## config.mk

```make
export PLATFORM = sky130hd
export DESIGN_NAME = bram_fifo_ctrl
export DESIGN_NICKNAME = d
export VERILOG_FILES = /design/src/rtl/bram_fifo_ctrl.sv
export SDC_FILE = /design/constraint.sdc
export NUM_CORES = 1
export LEC_CHECK = 0
export CAP_MARGIN = 20
export CORE_ASPECT_RATIO = 1.1
export CORE_MARGIN = 8
export CORE_UTILIZATION = 37
export CTS_CLUSTER_SIZE = 8
export DETAILED_ROUTE_END_ITERATION = 10
export PLACE_DENSITY_LB_ADDON = 0.25
export SETUP_SLACK_MARGIN = 0.1
export SYNTH_ARGS = -nofsm -noshare
export SYNTH_HDL_FRONTEND = slang
export SYNTH_SLANG_ARGS = --single-unit
```

## constraint.sdc

```tcl
create_clock -name clk -period 6.9 [get_ports clk]
set_input_delay 0.69 -clock clk [delete_from_list [all_inputs] [get_ports clk]]
set_output_delay 0.69 -clock clk [all_outputs]
set_load 0.1 [all_outputs]
```

## src/rtl/bram_fifo_ctrl.sv

```systemverilog
// FIFO controller around a dual-port block RAM with a registered read port.
// Reads are issued ahead of demand into a two-entry output buffer (head + skid)
// so the output side can sustain one word per cycle despite the RAM latency.
module bram_fifo_ctrl #(
  parameter int unsigned ADDR_WIDTH = 11,
  parameter int unsigned DATA_WIDTH = 8
) (
  input  logic                  clk,
  input  logic                  reset,
  input  logic                  flush,
  input  logic [DATA_WIDTH-1:0] in_data,
  input  logic                  in_valid,
  output logic                  in_ready,
  output logic [DATA_WIDTH-1:0] out_data,
  output logic                  out_valid,
  input  logic                  out_ready,
  output logic [ADDR_WIDTH+1:0] fill_count,
  output logic                  ram_we,
  output logic [ADDR_WIDTH-1:0] ram_a,
  output logic [DATA_WIDTH-1:0] ram_di,
  output logic [ADDR_WIDTH-1:0] ram_dpra,
  input  logic [DATA_WIDTH-1:0] ram_dpo,
  output logic                  ram_reset
);

  localparam int unsigned PW = ADDR_WIDTH + 1;
  localparam logic [PW-1:0] DEPTH_P = {1'b1, {ADDR_WIDTH{1'b0}}};
  localparam logic [PW-1:0] PTR_ONE = PW'(1);
  localparam logic [ADDR_WIDTH+1:0] FILL_ONE = (ADDR_WIDTH + 2)'(1);

  logic [PW-1:0]         wp_q, wp_d, rp_q, rp_d;
  logic                  pending_q, pending_d;
  logic [DATA_WIDTH-1:0] head_q, head_d, skid_q, skid_d;
  logic                  head_valid_q, head_valid_d;
  logic                  skid_valid_q, skid_valid_d;
  logic [ADDR_WIDTH+1:0] fill_q, fill_d;

  logic [PW-1:0] ram_words;
  logic          push, pop, issue;
  logic [2:0]    demand;

  // Handshake decode and read-ahead decision
  always_comb begin
    ram_words = wp_q - rp_q;
    in_ready  = (ram_words != DEPTH_P) && !flush;
    push      = in_valid && in_ready;
    pop       = head_valid_q && out_ready && !flush;
    // Words already owned by the output side (buffered or in flight); a pop frees one slot.
    demand    = {2'b00, head_valid_q} + {2'b00, skid_valid_q} + {2'b00, pending_q};
    issue     = (ram_words != '0) && !flush && (demand < (3'd2 + {2'b00, pop}));
  end

  // RAM port drive and visible outputs
  always_comb begin
    ram_we     = push;
    ram_a      = wp_q[ADDR_WIDTH-1:0];
    ram_di     = in_data;
    ram_dpra   = rp_q[ADDR_WIDTH-1:0];
    ram_reset  = 1'b0;
    out_data   = head_q;
    out_valid  = head_valid_q;
    fill_count = fill_q;
  end

  // Next-state: pointers, fill count and output buffer routing
  always_comb begin
    wp_d         = wp_q;
    rp_d         = rp_q;
    pending_d    = issue;
    head_d       = head_q;
    head_valid_d = head_valid_q;
    skid_d       = skid_q;
    skid_valid_d = skid_valid_q;
    fill_d       = fill_q;
    if (flush) begin
      wp_d         = '0;
      rp_d         = '0;
      pending_d    = 1'b0;
      head_valid_d = 1'b0;
      skid_valid_d = 1'b0;
      fill_d       = '0;
    end else begin
      if (push) wp_d = wp_q + PTR_ONE;
      if (issue) rp_d = rp_q + PTR_ONE;
      case ({push, pop})
        2'b10:   fill_d = fill_q + FILL_ONE;
        2'b01:   fill_d = fill_q - FILL_ONE;
        default: fill_d = fill_q;
      endcase
      // Skid always drains before the returning RAM word to keep order.
      if (pop) begin
        if (skid_valid_q) begin
          head_d       = skid_q;
          skid_valid_d = pending_q;
          if (pending_q) skid_d = ram_dpo;
        end else if (pending_q) begin
          head_d = ram_dpo;
        end else begin
          head_valid_d = 1'b0;
        end
      end else if (pending_q) begin
        if (!head_valid_q) begin
          head_d       = ram_dpo;
          head_valid_d = 1'b1;
        end else begin
          skid_d       = ram_dpo;
          skid_valid_d = 1'b1;
        end
      end
    end
  end

  // State registers with asynchronous active-low clear
  always_ff @(posedge clk or negedge reset) begin
    if (!reset) begin
      wp_q         <= '0;
      rp_q         <= '0;
      pending_q    <= 1'b0;
      head_q       <= '0;
      head_valid_q <= 1'b0;
      skid_q       <= '0;
      skid_valid_q <= 1'b0;
      fill_q       <= '0;
    end else begin
      wp_q         <= wp_d;
      rp_q         <= rp_d;
      pending_q    <= pending_d;
      head_q       <= head_d;
      head_valid_q <= head_valid_d;
      skid_q       <= skid_d;
      skid_valid_q <= skid_valid_d;
      fill_q       <= fill_d;
    end
  end

endmodule
```

### Yosys cells after proc, flatten, opt, wreduce, memory -nomap -nowiden

Cells that the tools add are included.

* bits in registers: 56
* input port bits: 21
* output and inout bits: 55

* add/subtract/negate cells: 8
* $lt $le $gt $ge: 1
* equal/unequal tests: 8
* mux-type cells: 26
* bitwise operators: 1
* reduce and logical (&&, ||, !) cells: 20

Operator list (number)
* 8-bit two-way mux: 9
* 12-bit two-way mux: 4
* 13-bit case mux with 2 select lines: 1
* 12-bit by 1-bit adder with 12-bit output (second input constant): 2
* 13-bit by 1-bit adder with 13-bit output (second input constant): 1
* 13-bit two-way mux: 1
* 13-bit by 1-bit subtractor with 13-bit output (second input constant): 1
* 12-bit inequality test (second input constant): 1
* 12-bit nonzero test: 1
* 12-bit subtractor: 1
* 1-bit two-way mux: 11
* 2-bit nonzero test: 5
* 3-bit nonzero test: 3
* 1-bit logical AND: 6
* 3-bit inequality test (second input constant): 2
* 5-bit AND reduction: 1
* 2-bit inequality test (second input constant): 2
* 4-bit AND reduction: 1
* 2-bit by 1-bit adder with 3-bit output: 1
* 2-bit by 1-bit adder with 3-bit output (first input constant): 1
* 3-bit less-than comparator: 1
* 3-bit AND reduction: 1
* 1-bit by 1-bit adder with 2-bit output: 1
* 2-bit by 1-bit == test with 1-bit output (second input constant): 1
* other kinds (5): 5

### Logic depth before layout (Yosys ltp)

* depth in word-level cells: 7
* mapped depth: 20
* mapped depth without buffers: 20

### Worst setup path before layout

OpenSTA, ideal clock, no wires.

* path kind: flip-flop to flip-flop
* start point: register wp_q[4]
* end point: register fill_q[12], in the netlist fill_count[12]
* library setup time: 0.135 ns
* arrival time: 4.691 ns
* slack: 2.074 ns
* stages on the path, launching flop included: 20
* buffers on the path: 0
* path through: dfrtp_1 -> ha_1 -> and4_1 -> o21ai_1 -> a31oi_2 -> or3_4 -> o221a_1 -> o221ai_2 -> nand2_4 -> and2_1 -> fa_1 -> a21oi_1 -> o21bai_1 -> a2111oi_0 -> nor3_1 -> a41o_1 -> o41a_1 -> a211oi_1 -> o21ai_0 -> nor3b_1

* cells in the longest elaborated chain, start to end: 7
* elaborated cells between the ends (all ways): 9

RTL lines
* start: declaration: RTL line 31 `logic [PW-1:0] wp_q, wp_d, rp_q, rp_d;`
* start signal: assignment: RTL line 125 `wp_q <= wp_d;`
* 12-bit subtractor *: RTL line 44 `ram_words = wp_q - rp_q;`
* 12-bit inequality test *: RTL line 45 `in_ready = (ram_words != DEPTH_P) && !flush;`
* 1-bit logical AND *: RTL line 45
* 1-bit logical AND *: RTL line 46 `push = in_valid && in_ready;`
* 2-bit by 1-bit == test with 1-bit output or 2-bit == test (tied branches): RTL line 85 `case ({push, pop})`
* 13-bit case mux with 2 select lines: RTL line 85
* 13-bit two-way mux: RTL line 75 `if (flush) begin`
* end signal: assignment: RTL line 132 `fill_q <= fill_d;`
* end: declaration: RTL line 36 `logic [ADDR_WIDTH+1:0] fill_q, fill_d;`

Every way passes the cells marked *; elsewhere a longest branch is shown, timed or not.
A chain may end at the register's enable or synchronous reset.

### Worst setup path after layout

* start point: register rp_q[4]
* end point: register fill_q[12], in the netlist fill_count[12]

* cells in the longest elaborated chain, start to end: 7
* elaborated cells between the ends (all ways): 9

RTL lines
* start: declaration: RTL line 31
* start signal: assignment: RTL line 126 `rp_q <= rp_d;`
* 12-bit subtractor *: RTL line 44
* 12-bit inequality test *: RTL line 45
* 1-bit logical AND *: RTL line 45
* 1-bit logical AND *: RTL line 46
* 2-bit by 1-bit == test with 1-bit output or 2-bit == test (tied branches): RTL line 85
* 13-bit case mux with 2 select lines: RTL line 85
* 13-bit two-way mux: RTL line 75

Marks and branches as above.

==> results.md <==
- Outcome: complete, no violations
- Largest net degree at the start of global routing: 57
- Post-CTS setup buffer count: 0
- Commonest register cell after synthesis: dfrtp_1
- DP HPWL: 6.89 mm
- Register area: 0.00140 mm^2
- Drt total wl: 9.31 mm
- Main combinational cell family by area after synthesis: simple AND/OR/NAND/NOR gates
- Yosys top cell area share: 34.9%
- Synthesis-to-finish area growth: 15.8%
- Post-synthesis sequential area ratio: 34.9%
- Overflow after GRT: 0
- RR Startpoint: rp_q[4]$_DFFE_PN0P_
- Syn_area_per_cell: 9.53 um^2
- CP max-delay cell: dfrtp_1
- Hold Path Cell Cnt: 1
- Clock Sinks: 56
- Largest cells by area after synthesis: dfrtp_1 35%, ha_1 7.5%, buf_4 5.8%
- Gr usage total: 13.2%
- Leakage: 2.07 nW
- Kind of cell adding the most delay to the critical path: compound AO/OA/AOI/OAI gates
- Hold_sp: skid_q[6]$_DFFE_PN0P_
- Synth Area in Adders: 8.48%
- Critical Path Source Type: register
- Vias in the first global route: 2990
- # rows: 40
- Placement Setup Slack: 1550 ps
- Port bufs: 58
- Via count: 3061
- Core area: 0.0108 mm^2
- Syn_nets: 468
- CTS root buf: clkbuf_16
- Maximum vdd ir drop: 122 uV
- Synth Area in XOR/XNOR: 6.30%
- Reg2reg setup slack: 1540 ps
- Crit-path cells: inv_1 -> ha_1 -> and4_1 -> o21ai_1 -> a31oi_2 -> or4_4 -> a211oi_2 -> o221ai_2 -> buf_4 -> nand2_4 -> and2_1 -> ha_1 -> a21oi_1 -> o21bai_1 -> a2111oi_0 -> nor3_1 -> a41o_1 -> o41a_1 -> a211oi_1 -> o21ai_0 -> nor3b_1
- Clock Path Buffers: 2
- Post-CTS resize count: 0
- Count of TritonRoute iterations in the first routing pass: 5
- Post-DRT Antenna Nets: 0
- Nets: 492
- Worst Clk Skew: 5.94 ps
- Setup ws final: 1540 ps
- Simple-gate share of the synthesized area: 19.1%
- Starting density of the core: 37.3%
- Worst Path Max Fanout: 15
- Multiplexer area fraction after synthesis: 8.82%
- I/O pins: 76
- Setup TNS: 0 ps
- First-pass GRT wire length: 15.4 mm
- Hold/Removal Path Class: register to register
- Post-synth top area cell: dfrtp_1
- Routed vias/inst: 5.16
- Post-synth EDFFs: 0
- Share of layout cells above drive strength 1: 10.5%
- RD Place Congestion: 0.916
- Minimum clock period: 5360 ps
- Setup-failing EPs final: 0
- Fill cells: 1063
- Period utilisation layout: 77.7%
- Synth top cells by count: 56 x dfrtp_1, 45 x nor2_1, 31 x buf_4
- Slew @ Worst Pin: 1020 ps
- Area of the mapped netlist: 0.00401 mm^2
- RSZ-0062 raised after global routing: false
- Area of the multi-input gates: 0.00225 mm^2
- Cells after Synth: 421
- CP arrival: 5530 ps
- Hold Vio Cnt, Final: 0
- CTS buffer count: 5
- Seq cells post-synth: 56
- DRC Markers: 0
- Initial antenna violation count: 0
- Kind of critical path: register to register
- CP Buf/Inv Count: 2
- Worst path required time: 7070 ps
- Die area: 0.0144 mm^2
- Clock slew at reported path FFs: 80 ps
- Relative slew margins: 31.8%
- Max incr delay on CP: 450 ps
- Drt initial violations: 76
- CTS tree: done
- Hold buffer count at CTS: 0
- Synth Area in Compound Gates: 13.2%
- Die width: 115 um
- Pwr dens: 259 mW/mm^2
- Wire per inst: 15.7 um
- YS warnings: 0
- Clock Latency Late Sink: 300 ps
- Crit Reg-Reg Endpoint: fill_count[12]$_DFFE_PN0P_
- Netlist cell types: 68
- CP most frequent cell: ha_1
- Fraction of registers with async set/reset: 100%
- Die Y: 125 um
- Cells on worst reg2reg path: 21
- Worst hold endpoint: skid_q[6]$_DFFE_PN0P_
- Setup crit end kind: register
- Number of diodes: 0
- Most common cell in the netlist: dfrtp_1
- FMAX: 0.186 GHz
- Max Cap Viol: 0
- Max-slew violations: 0
- CTS HTree Levels: 2
==> registers in the layout, indices dropped and copies added (netlist names) <==
name          count
fill_count       13
rp_q             12
out_valid         1
out_data          8
skid_valid_q      1
pending_q         1
wp_q             12
skid_q            8
==> placed cells by master, fill, tap and decap left out, drive strengths merged, types with 10 or more instances in the layout <==
master / count
nor2: 45
mux2: 19
nor3: 11
nor2b: 14
nand2: 14
dfrtp: 56
mux2i: 11
ha: 24
clkdlybuf4s50: 56
a21oi: 23
inv: 18
nand3: 20
xor2: 18
xnor2: 10
==> where the power goes <==
| part | total [mW] | internal (mW) | switching (mW) |
|---|---|---|---|
| Sequential | 0.417 | 0.377 | 0.0395 |
| Clock | 0.271 | 0.138 | 0.133 |
| Combinational | 0.517 | 0.162 | 0.355 |
| Total | 1.20 | 0.678 | 0.527 |
==> worst register-to-register path: cells and delay by family (launching register included) <==
family / cells / cell delay (ps)
AO/OA/AOI/OAI: 11 / 2240
adder cells (fa/ha/maj): 2 / 730
buffers and inverters: 2 / 290
flip-flops: 1 / 450
AND/OR/NAND/NOR: 6 / 1520
==> cell type report <==
cell class | instances | area share [%]
clock inverters | 3 | 0.592
repair buffers | 62 | 12.9
inverters | 17 | 1.37
flip-flops and latches | 56 | 30.1
clock buffers | 5 | 2.69
multi-input cells | 303 | 48.3
well taps | 147 | 3.96
==> through the flow <==
stage	power [mW]	area, um^2	hold slack, ps	utilization [%]	std cells
2_1_floorplan	0.858	4010	394	-	421
3_3_place_gp	0.936	4500	486	41.8	585
3_5_place_dp	0.945	4500	492	41.8	585
4_1_cts	1.22	4650	510	43.2	593
5_1_grt	1.26	4650	519	43.2	593
6_report	1.20	4650	506	43.2	593
==> per-layer routing <==
| metal | global-route usage [%] | vias to the layer above | share of wire (%) |
|---|---|---|---|
| met4 | 3.48 | 0 | 0.96 |
| li1 | - | 1515 | - |
| met1 | 16.9 | 1481 | 47 |
| met2 | 21.6 | 60 | 48 |
| met3 | 3.08 | 5 | 4.6 |
| met5 | 0 | - | 0 |
==> worst max path at each step <==
stage | from | end | cells past startpoint
final | rp_q[4]$_DFFE_PN0P_ | fill_count[12]$_DFFE_PN0P_ | 21
after CTS | rp_q[4]$_DFFE_PN0P_ | fill_count[12]$_DFFE_PN0P_ | 21
after global placement | wp_q[4]$_DFFE_PN0P_ | fill_count[12]$_DFFE_PN0P_ | 20
after floorplan | wp_q[4]$_DFFE_PN0P_ | fill_count[12]$_DFFE_PN0P_ | 19
after global routing | rp_q[4]$_DFFE_PN0P_ | fill_count[12]$_DFFE_PN0P_ | 21
after detailed placement | rp_q[4]$_DFFE_PN0P_ | fill_count[12]$_DFFE_PN0P_ | 21
==> cells by family after synthesis <==
group,Yosys count
AOI/OAI and AO/OA,72
buffers and inverters,62
muxes,30
and+or+nand+nor,146
xor gates and xnor gates,28
other,1
adders and majority gates,26
DFF,56
Note: power is estimated with default switching activity, not from simulation.
